--- config.mk ---
export PLATFORM = sky130hd
export DESIGN_NAME = mux_select_arbiter_flat
export DESIGN_NICKNAME = d
export VERILOG_FILES = /design/src/rtl/mux_select_arbiter_if.sv /design/src/rtl/mux_select_arbiter.sv /design/src/flat_wrapper.sv
export SDC_FILE = /design/constraint.sdc
export NUM_CORES = 1
export LEC_CHECK = 0
export CAP_MARGIN = 20
export CORE_UTILIZATION = 50
export DETAILED_ROUTE_END_ITERATION = 12
export PLACE_DENSITY = 0.83
export SLEW_MARGIN = 10
export SYNTH_ARGS = -nofsm -noshare
export SYNTH_HDL_FRONTEND = slang
export SYNTH_SLANG_ARGS = --single-unit
--- constraint.sdc ---
create_clock -name clk -period 2.2 [get_ports clk]
set_input_delay 0.66 -clock clk [delete_from_list [all_inputs] [get_ports clk]]
set_output_delay 0.66 -clock clk [all_outputs]
set_load 0.02 [all_outputs]
--- src/rtl/mux_select_arbiter_if.sv ---
// Request/grant bundle between the requesters and the 4:1 mux arbiter.
// The lock signal exists only when MUX_ARB_LOCK_EN is defined.
interface mux_select_arbiter_if;
    logic [3:0] req;
    logic [3:0] gnt;
    logic [1:0] select;
    logic       valid;
`ifdef MUX_ARB_LOCK_EN
    logic       lock;
`endif

    modport master (
        output req,
`ifdef MUX_ARB_LOCK_EN
        output lock,
`endif
        input  gnt,
        input  select,
        input  valid
    );

    modport slave (
        input  req,
`ifdef MUX_ARB_LOCK_EN
        input  lock,
`endif
        output gnt,
        output select,
        output valid
    );
endinterface

--- src/rtl/mux_select_arbiter.sv ---
// Round-robin arbiter owning the select of a shared 4:1 8-bit mux, with bounded hold and a dead gap.
// Optional feature macro: MUX_ARB_LOCK_EN (owner may extend its hold with lock).
//
// state   | meaning
// IDLE    | nobody owns the mux, waiting for any request
// GRANT   | one owner drives the mux, hold counter running
// RELEASE | one-cycle dead gap between owners
module mux_select_arbiter #(
    parameter int MAX_HOLD = 8,
    parameter int CNT_W    = 4
) (
    input  logic                  clk,
    input  logic                  reset,
    mux_select_arbiter_if.slave   bus
);

    typedef enum logic [1:0] {
        IDLE    = 2'd0,
        GRANT   = 2'd1,
        RELEASE = 2'd2
    } state_t;

    localparam logic [CNT_W-1:0] HOLD_LAST = CNT_W'(MAX_HOLD - 1);

    state_t           state, state_n;
    logic [3:0]       gnt, gnt_n;
    logic [1:0]       select, select_n;
    logic [1:0]       last, last_n;
    logic [CNT_W-1:0] cnt, cnt_n;
    logic             lock_hold;
    logic             contend;
    logic [1:0]       winner;

`ifdef MUX_ARB_LOCK_EN
    assign lock_hold = bus.lock;
`else
    assign lock_hold = 1'b0;
`endif

    // Scan downward so the nearest set bit after 'l' is the last one written.
    function automatic logic [1:0] rr_pick(input logic [3:0] r, input logic [1:0] l);
        logic [1:0] idx;
        rr_pick = l;
        for (int k = 4; k >= 1; k--) begin
            idx = l + 2'(k);
            if (r[idx]) rr_pick = idx;
        end
    endfunction

    assign winner  = rr_pick(bus.req, last);
    assign contend = |(bus.req & ~gnt);

    always_ff @(posedge clk) begin
        if (reset) begin
            state  <= IDLE;
            gnt    <= 4'b0000;
            select <= 2'b00;
            last   <= 2'd3;
            cnt    <= '0;
        end else begin
            state  <= state_n;
            gnt    <= gnt_n;
            select <= select_n;
            last   <= last_n;
            cnt    <= cnt_n;
        end
    end

    always_comb begin
        state_n  = state;
        gnt_n    = gnt;
        select_n = select;
        last_n   = last;
        cnt_n    = cnt;
        case (state)
            IDLE, RELEASE: begin
                if (|bus.req) begin
                    state_n  = GRANT;
                    gnt_n    = 4'b0001 << winner;
                    select_n = winner;
                    cnt_n    = '0;
                end else begin
                    state_n = IDLE;
                    gnt_n   = 4'b0000;
                end
            end
            GRANT: begin
                if (!bus.req[select] ||
                    (cnt == HOLD_LAST && contend && !lock_hold)) begin
                    state_n = RELEASE;
                    gnt_n   = 4'b0000;
                    last_n  = select;
                end else if (cnt != HOLD_LAST) begin
                    cnt_n = cnt + CNT_W'(1);
                end
            end
            default: begin
                state_n = IDLE;
                gnt_n   = 4'b0000;
            end
        endcase
    end

    assign bus.gnt    = gnt;
    assign bus.select = select;
    assign bus.valid  = |gnt;

endmodule

--- src/flat_wrapper.sv ---
// flat-port wrapper written by rule: the top's interface ports become plain ports
module mux_select_arbiter_flat 
#(
    parameter int MAX_HOLD = 8,
    parameter int CNT_W    = 4
)
  (clk, reset, bus_req, bus_gnt, bus_select, bus_valid);
  mux_select_arbiter_if bus_i ();
  input  logic clk;
  input  logic reset;
  input wire logic [$bits(bus_i.req)-1:0] bus_req;
  output wire logic [$bits(bus_i.gnt)-1:0] bus_gnt;
  output wire logic [$bits(bus_i.select)-1:0] bus_select;
  output wire logic [$bits(bus_i.valid)-1:0] bus_valid;
  assign bus_i.req = bus_req;
  assign bus_gnt = bus_i.gnt;
  assign bus_select = bus_i.select;
  assign bus_valid = bus_i.valid;
  mux_select_arbiter #(.MAX_HOLD(MAX_HOLD), .CNT_W(CNT_W)) u_core (.clk(clk), .reset(reset), .bus(bus_i));
endmodule
==> out/metrics.json, run 1 <==
{
  "run_status": "complete, no violations",
  "core_sq_um": 1366,
  "r2r_start": "u_core.bus.select[0]$_SDFFE_PP0P_",
  "cp_top_family": "simple AND/OR/NAND/NOR gates",
  "wl_per_cell_um": 14.97,
  "finish.instance_area_sq_um": 1066,
  "vias": 771,
  "rr_worst_depth": 5,
  "syn_to_final_growth_pct": 36.98,
  "cts_buffers": 3,
  "finalWeightedCongestion": 0.8983,
  "slowest_stage_cell_cp": "or4_1",
  "synth_warnings": 0,
  "timing.max_cap.violations": 0,
  "portBuffers": 12,
  "finalHoldWorstSlack_ns": 0.4997,
  "critical_path.max_stage_delay_ns": 0.51,
  "layout.cells.most_common": "dfxtp_1",
  "grt_antenna_before_repair": 0,
  "cp.required_ns": 1.54,
  "critPathCaptureType": "primary output",
  "syn_inst": 88,
  "min-delay-path-class": "reg2reg",
  "irDropWorstVdd_mv": 0.4446,
  "worstSetupPathDepth": 2,
  "dieHeight_um": 41.45,
  "via_density_per_instance": 5.931,
  "hold_start": "u_core.cnt[2]$_SDFFE_PP0P_",
  "cts_post_setup_buffers_inserted": 0,
  "reg2reg_to": "u_core.cnt[1]$_SDFFE_PP0P_",
  "first_pass_iters": 4,
  "row_count": 13,
  "cts_hold_buf": 0,
  "globalRoute.totalOverflow": 0,
  "grt_start_max_net_pins": 11,
  "final_cell_mix": "dfxtp_1 (14), nor2_1 (13), buf_4 (12), clkdlybuf4s50_1 (8), nand2b_1 (5)",
  "dp_hpwl_um": 1412,
  "cts.sink_count": 14,
  "finalCritPeriodShare": 0.9695,
  "timing.critical_path.arrival_ns": 1.47,
  "n_antenna_cell": 0,
  "critical_path_peak_fanout": 4,
  "clk-insertion-delay-late_ns": 0.28,
  "die-area_sq_um": 1718,
  "leakagePower_nw": 0.4475,
  "r2r_slack_ns": 0.44,
  "count_of_buffer_and_inverter_cells_on_the_critical_path": 1,
  "worst_slew_pin_slew_ns": 0.3563,
  "drt-total-wl_um": 1946,
  "cts.htree.levels": 1,
  "syn_area_sq_um": 778.2,
  "number_of_synthesized_register_bits": 14,
  "first_iter_violations": 23,
  "post_synth_num_cell_types": 36,
  "clock_tree_skew_after_final_layout_ns": 0.001473,
  "grt_pass1_wl_um": 3312,
  "relSlewSlack": 0.7617,
  "fraction_of_layout_instances_using_a_drive_strength_above_1": 0.2174,
  "starting_density_of_the_core": 0.5696,
  "drv_slew": 0,
  "cts.clk_slew.worst_paths_ns": 0.08,
  "finalSetupViolCount": 0,
  "gr-usage-all-layers": 0.2470,
  "cts.path.max_buffers": 2,
  "final-hold-violation-count": 0,
  "fin_cells": 130,
  "timing.critical_path.to": "bus_valid",
  "critical_path_class": "reg2out",
  "dieWidth_um": 41.45,
  "rsz0062_at_grt": "false",
  "crit_path_start_kind": "flop",
  "first_global_vias": 762,
  "power.density_cell_area_nw_per_um2": 675.4,
  "dp.cells": 126,
  "postPlaceCellArea_sq_um": 1003,
  "cts_tree": "built",
  "postRouteAntennaNets": 0,
  "period_needed_ns": 2.133,
  "cp-startpoint": "u_core.bus.gnt[3]$_SDFFE_PP0P_",
  "worstPathCellList": "or4_1, dlygate4sd2_1",
  "final_stage_net_count": 123,
  "timing.fmax_mhz": 468.8,
  "clock-root-buffer": "clkbuf_4",
  "sequential_to_total_area_share_from_yosys_stat": 0.3601,
  "syn_area_per_cell_sq_um": 8.844,
  "synth_nets": 95,
  "boundaryPins": 13,
  "route.detailed.drc": 0
}
[stage by stage]
step / total power, mW / setup WS, ns / setup TNS (ns) / util
3_3_place_gp: 0.5284 / -0.2298 / -1.420 / 0.7344
6_report: 0.7200 / 0.06709 / 0 / 0.7802
5_1_grt: 0.7544 / 0.001099 / 0 / 0.7802
4_1_cts: 0.7155 / 0.04793 / 0 / 0.7610
3_5_place_dp: 0.5342 / -0.2914 / -1.816 / 0.7344
2_1_floorplan: 0.4297 / 0.3336 / 0 / -
[report_power, final]
part | total [mW] | switching [mW] | internal [mW] | leakage (nW)
Sequential | 0.308 | 0.0321 | 0.276 | 0.115
Clock | 0.185 | 0.0839 | 0.101 | 0.0210
Combinational | 0.228 | 0.112 | 0.116 | 0.312
Total | 0.720 | 0.228 | 0.492 | 0.448
[worst min path at each step]
stage	endpoint	slack, ns	cells past startpoint
global route	u_core.cnt[3]$_SDFFE_PP0P_	0.54	2
floorplan	u_core.cnt[3]$_SDFFE_PP0P_	0.45	2
finish	u_core.cnt[2]$_SDFFE_PP0P_	0.50	2
CTS	u_core.cnt[3]$_SDFFE_PP0P_	0.50	2
global placement	u_core.cnt[3]$_SDFFE_PP0P_	0.47	2
detailed placement	u_core.cnt[3]$_SDFFE_PP0P_	0.48	2
[state kept, by name, summed over array words and instances, names as in the netlist]
register and flops:
u_core.cnt 4, u_core.state 2, u_core.last 2, u_core.bus.select 2, u_core.bus.gnt 4
[layout make-up]
type                            instances  area [sq um]
Inverter                                4         15.01
Clock buffer                            4         36.28
Timing Repair Buffer                   24         216.5
Multi-Input combinational cell         69         499.2
Tap cell                               15         18.77
Fill cell                             106         300.3
Sequential cell                        14         280.3
[worst register-to-register path, stage by stage, from the launching register on]
cell and delay (ns):
dfxtp_1 0.45, mux2i_1 0.28, or3b_1 0.37, o211a_2 0.16, and2_1 0.19, o32ai_1 0.22
[routing by layer]
| layer | track usage | share of wire |
|---|---|---|
| met1 | 0.3333 | 0.49 |
| met2 | 0.3875 | 0.46 |
| met3 | 0.06522 | 0.042 |
| met4 | 0.07097 | 0.0087 |
| met5 | 0 | 0 |
[Yosys cell counts (all sizes together)]
cell / count / area share
a2111oi: 1 / 0.011
a211o: 2 / 0.023
a211oi: 1 / 0.0096
a21boi: 2 / 0.019
a21o: 1 / 0.0096
a21oi: 1 / 0.0064
a221o: 1 / 0.013
a221oi: 1 / 0.011
a22oi: 4 / 0.039
and2: 2 / 0.016
and3b: 1 / 0.011
clkbuf: 1 / 0.0048
dfxtp: 14 / 0.36
ha: 1 / 0.016
inv: 4 / 0.019
mux2i: 2 / 0.026
nand2b: 5 / 0.040
nand3: 2 / 0.019
nand3b: 1 / 0.0096
nand4b: 1 / 0.011
nor2: 13 / 0.063
nor2b: 7 / 0.056
nor3: 2 / 0.013
nor4: 1 / 0.0080
o211a: 2 / 0.026
o21ai: 5 / 0.032
o22ai: 2 / 0.024
o32ai: 1 / 0.011
o41ai: 1 / 0.035
or3: 3 / 0.024
or3b: 2 / 0.023
or4: 1 / 0.0096
[timing repair]
action	CTS	global route
setup endpoints to repair	2	4
pin swaps	0	5
gates resized for setup	2	8
[cells by family (layout without fill, tap and decap cells)]
kind of cell,after synthesis,in the layout,synth area share
flip-flops,14,14,0.3601
AO/OA/AOI/OAI,25,25,0.2701
multiplexers,2,2,0.02572
buffers and inverters,5,32,0.02411
adder cells (fa/ha/maj),1,1,0.01607
AND/OR/NAND/NOR,41,41,0.3039
(Power assumes the default switching activity.)
==> run 2, diff against run 1 <==
CTS_CLUSTER_DIAMETER = 120   (was unset)
==> results of run 2 <==
The final DEF is identical to that of run 1; final timing and power are the same.
